[src/rtl/expr_eval_if.sv]
// Character-in / result-out handshake bundle for expr_eval.
// The slave modport is the evaluator; the master modport is the environment
// that sources characters and consumes results.
interface expr_eval_if #(
  parameter int WIDTH = 32
);
  logic [7:0]       in;
  logic             in_valid;
  logic             in_ready;
  logic [WIDTH-1:0] res;
  logic             err;
  logic             res_valid;
  logic             res_ready;

  modport slave (
    input  in, in_valid, res_ready,
    output in_ready, res, err, res_valid
  );

  modport master (
    output in, in_valid, res_ready,
    input  in_ready, res, err, res_valid
  );
endinterface : expr_eval_if

[src/rtl/expr_eval.sv]
// expr_eval: consumes an ASCII stream of the form  digit (op digit)* '='
// with op in {'+', '*'}, evaluates it with '*' binding tighter than '+',
// and presents the result (or an error flag) on a valid/ready output.
//
// Evaluation scheme: prod_q holds the running product of the current term,
// sum_q the total of all finished terms. '+' folds prod into sum and
// restarts the term at 1; '=' delivers sum + prod.
module expr_eval #(
  parameter int WIDTH = 32
) (
  input  logic        clk,
  input  logic        clr,
  expr_eval_if.slave  bus
);

  typedef enum logic [1:0] {
    S_NUM,  // expecting a digit
    S_OP,   // expecting an operator or '='
    S_ERR,  // malformed, discarding until '='
    S_OUT   // result presented, waiting for the output handshake
  } state_t;

  typedef enum logic [2:0] {
    C_DIGIT,
    C_PLUS,
    C_MUL,
    C_TERM,
    C_ILLEGAL
  } char_class_t;

  state_t           state_q, state_d;
  logic [WIDTH-1:0] sum_q,   sum_d;
  logic [WIDTH-1:0] prod_q,  prod_d;
  logic [WIDTH-1:0] res_q,   res_d;
  logic             err_q,   err_d;
  logic             res_valid_q, res_valid_d;

  char_class_t      cls;
  logic [3:0]       digit_val;
  logic             accept;
  logic             out_hs;

  // in_ready depends only on state so it never forms a combinational path
  // from in_valid or res_ready.
  assign bus.in_ready  = (state_q != S_OUT);
  assign bus.res       = res_q;
  assign bus.err       = err_q;
  assign bus.res_valid = res_valid_q;

  assign accept = bus.in_valid && bus.in_ready;
  assign out_hs = res_valid_q && bus.res_ready;

  // ASCII '0'..'9' are 0x30..0x39, so the low nibble is the digit value.
  assign digit_val = bus.in[3:0];

  // Classify the presented character.
  always_comb begin
    cls = C_ILLEGAL;
    if (bus.in >= 8'h30 && bus.in <= 8'h39) cls = C_DIGIT;
    else if (bus.in == 8'h2B)               cls = C_PLUS;   // '+'
    else if (bus.in == 8'h2A)               cls = C_MUL;    // '*'
    else if (bus.in == 8'h3D)               cls = C_TERM;   // '='
  end

  // Next-state and datapath update for the grammar FSM.
  always_comb begin
    // NOTE: every variable gets a default here so no path leaves one
    // unassigned, which would otherwise infer a latch.
    state_d     = state_q;
    sum_d       = sum_q;
    prod_d      = prod_q;
    res_d       = res_q;
    err_d       = err_q;
    res_valid_d = res_valid_q;

    unique case (state_q)
      S_NUM: begin
        if (accept) begin
          unique case (cls)
            C_DIGIT: begin
              // prod is 1 at the start of a term, so this loads the digit.
              prod_d  = prod_q * WIDTH'(digit_val);
              state_d = S_OP;
            end
            C_TERM: begin
              // Empty expression or operator followed by '='.
              res_d       = '0;
              err_d       = 1'b1;
              res_valid_d = 1'b1;
              state_d     = S_OUT;
            end
            default: state_d = S_ERR;
          endcase
        end
      end

      S_OP: begin
        if (accept) begin
          unique case (cls)
            C_MUL:   state_d = S_NUM;
            C_PLUS: begin
              sum_d   = sum_q + prod_q;
              prod_d  = WIDTH'(1);
              state_d = S_NUM;
            end
            C_TERM: begin
              res_d       = sum_q + prod_q;
              err_d       = 1'b0;
              res_valid_d = 1'b1;
              state_d     = S_OUT;
            end
            // A digit here would be a multi-digit number, which is illegal.
            default: state_d = S_ERR;
          endcase
        end
      end

      S_ERR: begin
        if (accept && cls == C_TERM) begin
          res_d       = '0;
          err_d       = 1'b1;
          res_valid_d = 1'b1;
          state_d     = S_OUT;
        end
      end

      S_OUT: begin
        // sum/prod may be left dirty by an aborted expression; they are
        // re-initialised here so the next expression starts clean.
        if (out_hs) begin
          res_valid_d = 1'b0;
          sum_d       = '0;
          prod_d      = WIDTH'(1);
          state_d     = S_NUM;
        end
      end

      default: state_d = S_NUM;
    endcase
  end

  // State register with synchronous clear taking priority over handshakes.
  always_ff @(posedge clk) begin
    // NOTE: non-blocking assignments so every register samples the
    // pre-edge values computed above, independent of statement order.
    if (clr) begin
      state_q     <= S_NUM;
      sum_q       <= '0;
      prod_q      <= WIDTH'(1);
      res_q       <= '0;
      err_q       <= 1'b0;
      res_valid_q <= 1'b0;
    end else begin
      state_q     <= state_d;
      sum_q       <= sum_d;
      prod_q      <= prod_d;
      res_q       <= res_d;
      err_q       <= err_d;
      res_valid_q <= res_valid_d;
    end
  end

endmodule : expr_eval

[src/flat_wrapper.sv]
// flat-port wrapper written by rule: the top's interface ports become plain ports
module expr_eval_flat 
#(
  parameter int WIDTH = 32
)
  (clk, clr, bus_in, bus_in_valid, bus_res_ready, bus_in_ready, bus_res, bus_err, bus_res_valid);
  expr_eval_if #(.WIDTH(WIDTH)) bus_i ();
  input  logic clk;
  input  logic clr;
  input wire logic [$bits(bus_i.in)-1:0] bus_in;
  input wire logic [$bits(bus_i.in_valid)-1:0] bus_in_valid;
  input wire logic [$bits(bus_i.res_ready)-1:0] bus_res_ready;
  output wire logic [$bits(bus_i.in_ready)-1:0] bus_in_ready;
  output wire logic [$bits(bus_i.res)-1:0] bus_res;
  output wire logic [$bits(bus_i.err)-1:0] bus_err;
  output wire logic [$bits(bus_i.res_valid)-1:0] bus_res_valid;
  assign bus_i.in = bus_in;
  assign bus_i.in_valid = bus_in_valid;
  assign bus_i.res_ready = bus_res_ready;
  assign bus_in_ready = bus_i.in_ready;
  assign bus_res = bus_i.res;
  assign bus_err = bus_i.err;
  assign bus_res_valid = bus_i.res_valid;
  expr_eval #(.WIDTH(WIDTH)) u_core (.clk(clk), .clr(clr), .bus(bus_i));
endmodule
[config.mk]
export PLATFORM = sky130hd
export DESIGN_NAME = expr_eval_flat
export DESIGN_NICKNAME = d
export VERILOG_FILES = /design/src/rtl/expr_eval_if.sv /design/src/rtl/expr_eval.sv /design/src/flat_wrapper.sv
export SDC_FILE = /design/constraint.sdc
export NUM_CORES = 1
export LEC_CHECK = 0
export CORE_UTILIZATION = 30
export DETAILED_ROUTE_END_ITERATION = 7
export DONT_BUFFER_PORTS = 1
export PLACE_DENSITY = 0.46
export REMOVE_ABC_BUFFERS = 1
export SLEW_MARGIN = 20
export SYNTH_ARGS = -nofsm -noshare
export SYNTH_HDL_FRONTEND = slang
export SYNTH_SLANG_ARGS = --single-unit
export TNS_END_PERCENT = 100
[constraint.sdc]
create_clock -name clk -period 7.9 [get_ports clk]
set_clock_uncertainty 0.1 [all_clocks]
set_input_delay 1.58 -clock clk [delete_from_list [all_inputs] [get_ports clk]]
set_output_delay 1.58 -clock clk [all_outputs]
set_load 0.02 [all_outputs]
==> impl_metrics.py, run 1 <==
metrics = {
    "route": {
        "dr.pass1.iters": 5,
        "route.detailed.vias_per_inst": 5.04,
        "wl_met2_um": 11500,
        "vias": 7423,
        "drc": 0,
        "maxUsedRoutingLayer": "met4",
        "dr.first_iter.drc_count": 385,
        "dr_wl_met3_um": 846,
        "final_antenna_net_count": 0,
        "drt_wl_total_um": 24100,
        "avgRoutedWirePerCell_um": 16.4,
        "met1Wirelength_um": 11300,
    },
    "floorplan": {
        "fp-row-count": 62,
        "pin_count": 47,
        "initial_utilization_pct": 30.8,
        "die_h_um": 174,
        "die_w_um": 174,
        "core_area_sq_mm": 0.0289,
        "die_area_sq_mm": 0.0304,
    },
    "pwr": {
        "sw_frac_of_total_pct": 22.1,
        "seq_power_share_pct": 52.4,
        "power_frac_clock_pct": 45.9,
        "power_density_mw_per_mm2": 101,
        "ir_worst_vdd_mv": 0.0893,
        "leakage_nw": 4.16,
        "p_sw_mw": 0.214,
        "comb_power_share_pct": 1.8,
        "p_int_mw": 0.751,
    },
    "finish": {
        "drive_gt1_share_pct": 3.59,
        "layout_commonest_cell": "inv_1",
        "syn_to_final_growth_pct": 7.21,
        "nNetsFinal": 1217,
        "final_cell_mix": "inv_1, nand2_1, dfxtp_1",
        "fin_cells": 1473,
    },
    "clocking": {
        "cts-root-buf": "clkbuf_16",
        "postCtsSetupBuffers": 0,
        "numClockSinks": 100,
        "ctsResizeCount": 0,
        "clkLatencyLatePin_ns": 0.36,
        "cts_hold_buf": 0,
        "clkTransAtPathRegs_ns": 0.07,
        "cts_tree": "built",
        "h-tree-depth": 3,
        "clockBufferDepth": 2,
        "cts_buffers": 9,
    },
    "logic_synthesis": {
        "synth_edf_count": 0,
        "syn_area_sq_mm": 0.00890,
        "synth_warnings": 0,
        "yosysSeqAreaShare_pct": 22.5,
        "yosysUniqueCellTypes": 71,
        "synth_cells": 1113,
        "synth_area_per_cell_sq_um": 8.00,
        "async_flop_share_pct": 0,
        "synth_top_flop_cell": "dfxtp_1",
        "synth_seq_cells": 100,
    },
    "placement": {
        "portBuffers": 0,
        "place_inst": 1457,
        "routabilityCongestion": 0.814,
        "preCtsSetupSlack_ns": 2.55,
        "post-dp-hpwl_um": 18400,
    },
    "grt": {
        "gr-total-overflow": 0,
        "grt_pass1_wl_um": 40800,
        "track_usage_pct": 16.8,
        "grt_pass1_vias": 7772,
        "grt_max_degree": 52,
        "antenna_found_initial": 0,
    },
    "critical_path": {
        "cp-end-kind": "flop",
        "critical_path_required_ns": 8.02,
        "r2r_slack_ns": 3.64,
        "startpoint_type": "primary input",
        "critical_path_class": "primary input to flop",
        "arrival_ns": 5.13,
        "crit_chain": "and2_1 > fa_1 > inv_1 > fa_1 > inv_1 > ha_1 > a21oi_1 > o211ai_1 > a2111oi_4 > o311ai_2 > a21bo_4 > a21boi_1 > xor2_1 > o21ai_1",
        "max_stage_delay_ns": 0.55,
        "worstPathMaxFanout": 34,
        "critical_path.slowest_cell": "a2111oi_4",
    },
    "timing": {
        "fin_crit_sh_pct": 63.4,
        "period_minus_slack_ns": 5.01,
        "worst_slew_pin_slew_ns": 0.984,
        "setup_viol_count_final": 0,
        "hold_viol_final": 0,
        "report.final.slew_viol_count": 0,
        "max_freq_ghz": 0.200,
        "setup_ws_ns": 2.89,
        "slew_headroom_pct": 34.3,
        "whs_ns": 0.354,
        "rsz0062_at_grt": "false",
        "finalSetupTns_ns": 0,
    },
    "status": {
        "status": "complete, no violations",
    },
    "min_path": {
        "hold_path.class": "flop to flop",
    },
    "run": {
        "drv_cap": 0,
    },
}
synth_stat cells (6+ instances only):
master	n	area, sq um
clkbuf_1	41	154
nand4_1	9	56.3
and2_1	96	601
a22oi_1	34	255
dfxtp_1	100	2000
a31oi_1	8	50.1
xnor2_1	39	342
xor2_1	19	166
a21o_1	20	150
inv_1	126	473
a21oi_1	72	360
nand3_1	28	140
nor2_1	75	282
o21a_1	7	52.6
o211ai_1	6	45.0
a22o_1	29	254
nor3_1	11	55.1
o21ai_0	43	215
ha_1	63	788
nand2_1	120	450
fa_1	58	1160
and3_1	9	56.3
o21ai_1	18	90.1
worst max-delay path: cells and delay by family:
family                   cells  cell delay [ns]
AND/OR/NAND/NOR              1             0.17
XOR/XNOR                     1             0.16
AO/OA/AOI/OAI                7             1.72
adder cells (fa/ha/maj)      3             1.39
buffers and inverters        2             0.09
power by group through the flow:
stage | registers, mW | logic (mW) | clock network [mW]
3_3_place_gp | 0.517 | 0.0168 | 0
4_1_cts | 0.505 | 0.0171 | 0.461
6_report | 0.505 | 0.0169 | 0.443
2_1_floorplan | 0.517 | 0.0118 | 0
5_1_grt | 0.505 | 0.0191 | 0.484
3_5_place_dp | 0.517 | 0.0169 | 0
cell type report:
cell class	count	area, sq um
Antenna cell	2	5.00
Multi-Input combinational cell	842	6280
Sequential cell	100	2000
Inverter	127	477
Tap cell	384	480
Fill cell	3150	19400
Clock buffer	11	233
Timing Repair Buffer	4	30.0
Clock inverter	3	40.0
metrics by stage:
step	power, mW	utilization (%)	instance area, sq um
after global placement	0.534	32.0	9260
after global routing	1.01	33.0	9540
final	0.965	33.0	9550
after CTS	0.983	32.9	9530
after floorplan	0.528	-	8730
after detailed placement	0.534	32.0	9260
routing by layer:
layer	vias to the layer above	GRT usage (%)
met5	-	0
met4	0	4.35
met3	21	2.78
met2	122	28.7
met1	3541	21.7
li1	3739	-
logic make-up (layout without fill, tap and decap cells):
family / count (synthesis) / after routing / share of synthesized area, %
AO/OA/AOI/OAI: 288 / 288 / 22.0
AND/OR/NAND/NOR: 374 / 374 / 20.5
buffers and inverters: 171 / 145 / 7.25
other: 0 / 2 / 0
adder cells (fa/ha/maj): 121 / 121 / 21.9
XOR/XNOR: 58 / 58 / 5.71
multiplexers: 1 / 1 / 0.112
flip-flops: 100 / 100 / 22.5
final timing paths:
path | startpoint | to | cells past startpoint
worst max-delay path | bus_in[3] | u_core.prod_q[26] | 14
worst min-delay path | u_core.sum_q[6] | u_core.sum_q[6] | 2
worst max register to register | u_core.prod_q[1] | u_core.prod_q[26] | 13
worst min register to register | u_core.sum_q[6] | u_core.sum_q[6] | 2
sequential cells by signal (all words and copies together), names as in the netlist:
register	count
u_core.bus.err	1
u_core.bus.res	32
u_core.bus.res_valid	1
u_core.prod_q	32
u_core.state_q	2
u_core.sum_q	32
No activity file was read; power rests on OpenSTA's default activity.
==> run 2: changes to the inputs <==
Settings changed: PLACE_DENSITY 0.46 to 0.47.
Clock period 7.9 ns to 4.15 ns, I/O delays scaled along.
==> run 2 against run 1 <==
Against the previous run:
- clock-buffer cell count decreased by 2
- first-iteration DRC count increased by 11%
- worst hold slack improved by 0.0020 ns
- critical path depth unchanged
- cell count increased by 4.2%
- register-to-register slack got worse by 3.4 ns
- non-clock buffer count increased by 62
- flip-flop and latch count unchanged
- setup slack got worse by 2.7 ns
- critical path type unchanged
- critical endpoint unchanged
- largest power group is now clock
- highest routed layer unchanged
==> impl_metrics.py, run 2 (synthesized netlist as in run 1, its figures left out) <==
metrics = {
    "critical_path": {
        "reg2reg_from": "u_core.prod_q[4]",
        "arrival_ns": 4.06,
        "startpoint_type": "primary input",
        "critical_path_required_ns": 4.27,
        "crit_start": "bus_in[3]",
        "critical_path_class": "primary input to flop",
        "r2r_cells": 14,
        "cp-end-kind": "flop",
        "worstPathMaxFanout": 34,
    },
    "finish": {
        "final_cell_mix": "inv_1, nand2_1, dfxtp_1",
        "n_fill_cell": 3080,
        "drive_gt1_share_pct": 9.73,
        "fin_util_pct": 35.0,
        "nNetsFinal": 1279,
        "syn_to_final_growth_pct": 13.7,
        "antennaDiodeCount": 0,
        "layout_commonest_cell": "inv_1",
    },
    "clocking": {
        "cts_hold_buf": 0,
        "cts_tree": "built",
        "clkTransAtPathRegs_ns": 0.08,
        "numClockSinks": 100,
        "cts-root-buf": "clkbuf_16",
        "clockBufferDepth": 2,
        "h-tree-depth": 3,
        "cts_buffers": 9,
        "clkLatencyLatePin_ns": 0.36,
    },
    "pwr": {
        "leakage_nw": 4.51,
        "power_density_mw_per_mm2": 199,
        "ir_worst_vdd_mv": 0.175,
    },
    "timing": {
        "worst_slew_pin_slew_ns": 1.05,
        "max_freq_ghz": 0.254,
        "whs_ns": 0.356,
        "setup_viol_count_final": 0,
        "period_minus_slack_ns": 3.94,
        "report.final.slew_viol_count": 0,
        "hold_viol_final": 0,
        "fin_crit_sh_pct": 95.0,
        "finalSetupTns_ns": 0,
        "slew_headroom_pct": 29.8,
    },
    "grt": {
        "gr-total-overflow": 0,
        "grt_pass1_vias": 7807,
        "track_usage_pct": 16.9,
        "grt_pass1_wl_um": 41400,
        "grt_max_degree": 52,
        "antenna_found_initial": 0,
    },
    "placement": {
        "portBuffers": 0,
        "routabilityCongestion": 0.878,
        "post-dp-hpwl_um": 18900,
    },
    "route": {
        "met1Wirelength_um": 12200,
        "dr.pass1.iters": 5,
        "avgRoutedWirePerCell_um": 16.2,
        "drt_wl_total_um": 24900,
        "dr_wl_met3_um": 610,
        "final_antenna_net_count": 0,
        "maxUsedRoutingLayer": "met4",
        "vias": 7601,
        "route.detailed.vias_per_inst": 4.95,
        "drc": 0,
        "dr.first_iter.drc_count": 427,
        "wl_met2_um": 11800,
    },
    "floorplan": {
        "core_area_sq_mm": 0.0289,
        "die_h_um": 174,
        "die_area_sq_mm": 0.0304,
        "fp-row-count": 62,
        "initial_utilization_pct": 30.8,
        "pin_count": 47,
        "die_w_um": 174,
    },
    "min_path": {
        "hold_path.class": "flop to flop",
        "hp-start": "u_core.sum_q[0]",
        "hold_depth": 2,
    },
    "status": {
        "status": "complete, no violations",
    },
    "run": {
        "drv_cap": 0,
    },
}
==> run 2: worst paths after layout <==
kind / to / slack, ns
worst min-delay path: u_core.sum_q[0] / 0.36
worst max-delay path: u_core.prod_q[26] / 0.21
worst min register to register: u_core.sum_q[0] / 0.36
worst max register to register: u_core.prod_q[26] / 0.27
==> run 2: worst max-delay path, cell delays in order <==
cell	delay (ns)
and2_1	0.16
fa_1	0.53
inv_1	0.05
fa_1	0.54
inv_1	0.07
ha_4	0.25
a21oi_1	0.13
o211ai_1	0.20
a2111oi_4	0.52
o311ai_2	0.15
a21bo_4	0.26
a21boi_2	0.13
xor2_1	0.15
o21ai_1	0.07
==> run 2: final cells by class <==
type / count / area (sq um) / area share, %
clock buffers: 9 / 225 / 2.22
clock inverters: 7 / 123 / 1.21
inverters: 127 / 477 / 4.71
multi-input cells: 842 / 6320 / 62.4
flip-flops and latches: 100 / 2000 / 19.8
well taps: 384 / 480 / 4.75
repair buffers: 66 / 495 / 4.89
==> run 2: timing repair <==
action / 4_1_cts / 5_1_grt
endpoints found under the setup margin: 0 / 10
buffers inserted: 0 / 1
resized for setup: 0 / 10
==> run 2: power breakdown <==
group	internal [mW]	leakage, nW	switching (mW)
logic	0.0110	3.53	0.0224
registers	0.960	0.805	0.00168
clock network	0.596	0.168	0.424
==> run 2: per-layer routing <==
layer  vias to the layer above  track usage, %
met5                         -               0
met3                        12            2.49
li1                       3856               -
met1                      3648            22.5
met4                         0            3.22
met2                        85            29.0
==> run 2: per-stage QoR <==
step           area (sq um)  total power, mW  instances  setup slack (ns)
2_1_floorplan          8730             1.01       1069            -0.167
3_3_place_gp           9720             1.02       1518            -0.236
3_5_place_dp           9720             1.02       1518            -0.288
4_1_cts               10100             2.04       1534            0.0889
5_1_grt               10100             2.09       1535          -0.00419
6_report              10100             2.01       1535             0.209
==> run 3: changes to the inputs <==
Settings changed: REMOVE_ABC_BUFFERS 1 to default, SETUP_SLACK_MARGIN from default to 0.05.
==> run 3 against run 2 <==
Against the previous run:
- setup slack improved by 0.11 ns
- sequential power hardly changed
- clock-buffer cell count rose by 3
- critical path depth did not move
- final area increased by 0.24%
- critical endpoint is now u_core.prod_q[27]
- largest cell class unchanged
==> impl_metrics.py, run 3 (synthesized netlist as in run 1, its figures left out) <==
metrics = {
    "pwr": {
        "power_mw": 1.94,
        "power_density_mw_per_mm2": 192,
        "leakage_nw": 4.45,
        "ir_worst_vdd_mv": 0.243,
    },
    "clocking": {
        "cts_hold_buf": 0,
        "clkTransAtPathRegs_ns": 0.07,
        "postCtsSetupBuffers": 0,
        "cts-root-buf": "clkbuf_16",
        "cts_tree": "built",
        "cts_buffers": 9,
        "h-tree-depth": 3,
        "numClockSinks": 100,
        "clkLatencyLatePin_ns": 0.37,
        "clockBufferDepth": 2,
    },
    "finish": {
        "nNetsFinal": 1275,
        "layout_commonest_cell": "inv_1",
        "multiInputGateArea_sq_mm": 0.00640,
        "n_fill_cell": 3042,
        "drive_gt1_share_pct": 10.5,
        "regArea_sq_mm": 0.00200,
        "final_cell_mix": "inv_1, nand2_1, dfxtp_1",
        "fin_cells": 1531,
        "syn_to_final_growth_pct": 14.0,
        "antennaDiodeCount": 0,
    },
    "grt": {
        "grt_pass1_wl_um": 40400,
        "gr-total-overflow": 0,
        "antenna_found_initial": 0,
        "grt_pass1_vias": 7537,
        "grt_max_degree": 52,
        "track_usage_pct": 16.8,
    },
    "timing": {
        "period_minus_slack_ns": 3.84,
        "slew_headroom_pct": 29.1,
        "hold_viol_final": 0,
        "report.final.slew_viol_count": 0,
        "rsz0062_at_grt": "false",
        "finalSetupTns_ns": 0,
        "worst_slew_pin_slew_ns": 1.06,
        "max_freq_ghz": 0.261,
        "whs_ns": 0.353,
        "fin_crit_sh_pct": 92.4,
        "setup_viol_count_final": 0,
    },
    "floorplan": {
        "fp-row-count": 62,
        "initial_utilization_pct": 30.8,
        "die_w_um": 174,
        "pin_count": 47,
        "die_area_sq_mm": 0.0304,
        "core_area_sq_mm": 0.0289,
        "die_h_um": 174,
    },
    "critical_path": {
        "crit_start": "bus_in[3]",
        "cp-end-kind": "flop",
        "critPathMostFrequentCell": "a21oi_1",
        "startpoint_type": "primary input",
        "critical_path.slowest_cell": "fa_1",
        "crit_chain": "and2_1 > fa_1 > inv_1 > fa_1 > inv_1 > ha_1 > a21oi_1 > o21ai_0 > a21oi_1 > a21oi_1 > o21ai_1 > nand2_1 > or2_2 > a32o_1",
        "critical_path_required_ns": 4.31,
        "max_stage_delay_ns": 0.53,
        "worstPathMaxFanout": 34,
        "path_delay_family": "adder cells",
        "path_buf_inv": 2,
        "critical_path_class": "primary input to flop",
        "reg2reg_from": "u_core.prod_q[13]",
        "arrival_ns": 3.99,
    },
    "min_path": {
        "hold_path.class": "flop to flop",
        "hp-start": "u_core.sum_q[4]",
    },
    "route": {
        "vias": 7558,
        "dr.first_iter.drc_count": 320,
        "dr.pass1.iters": 4,
        "route.detailed.vias_per_inst": 4.94,
        "drt_wl_total_um": 24700,
        "avgRoutedWirePerCell_um": 16.1,
        "final_antenna_net_count": 0,
        "drc": 0,
    },
    "placement": {
        "routabilityCongestion": 0.846,
        "post-dp-hpwl_um": 19000,
        "portBuffers": 0,
        "place_inst": 1515,
    },
    "logic_synthesis": {
        "syn-num-nets": 1246,
    },
    "run": {
        "drv_cap": 0,
    },
    "status": {
        "status": "complete, no violations",
    },
}
-- run 3: where the power goes --
group | internal (mW) | switching [mW] | total (mW)
clock network | 0.545 | 0.402 | 0.948
registers | 0.960 | 0.00188 | 0.962
logic | 0.0110 | 0.0230 | 0.0341
-- run 3: layout make-up --
cell class                      count  share of cell area (%)
Clock buffer                       12                    2.43
Clock inverter                      4                   0.715
Inverter                          127                    4.70
Multi-Input combinational cell    842                    63.1
Sequential cell                   100                    19.7
Tap cell                          384                    4.73
Timing Repair Buffer               62                    4.59
-- run 3: worst paths after layout --
path                            slack, ns  depth (start not counted)                 to
worst max register to register       0.33                         14  u_core.prod_q[27]
worst min-delay path                 0.35                          2    u_core.sum_q[4]
worst max-delay path                 0.31                         14  u_core.prod_q[27]
worst min register to register       0.35                          2    u_core.sum_q[4]
-- run 3: stage by stage --
| step | area [sq um] | setup slack, ns | util (%) |
|---|---|---|---|
| 2_1_floorplan | 9140 | -0.183 | - |
| 3_3_place_gp | 9830 | -0.0594 | 34.0 |
| 3_5_place_dp | 9830 | -0.101 | 34.0 |
| 4_1_cts | 10100 | 0.242 | 35.1 |
| 5_1_grt | 10100 | 0.0838 | 35.1 |
| 6_report | 10100 | 0.314 | 35.1 |
-- run 3: timing repair --
action                                  4_1_cts  5_1_grt
resized for setup                             0        2
hold endpoints to repair                      0        0
endpoints found under the setup margin        0        8
-- run 3: per-layer routing --
| metal | GRT usage [%] | up-vias | wire (um) |
|---|---|---|---|
| li1 | - | 3852 | - |
| met1 | 24.1 | 3578 | 12800 |
| met2 | 25.9 | 110 | 10700 |
| met3 | 2.76 | 18 | 929 |
| met4 | 4.24 | 0 | 282 |
| met5 | 0 | - | 0 |
-- run 3: worst register-to-register path: stages, from the launching register on --
cell and delay (ns):
dfxtp_1 0.43, and2_1 0.22, fa_1 0.53, inv_1 0.05
fa_1 0.52, inv_1 0.04, ha_1 0.35, a21oi_1 0.20
o21bai_1 0.08, a21oi_1 0.20, o21ai_1 0.08, o21ai_1 0.27
nand2_1 0.11, or2_2 0.28, a32o_1 0.25
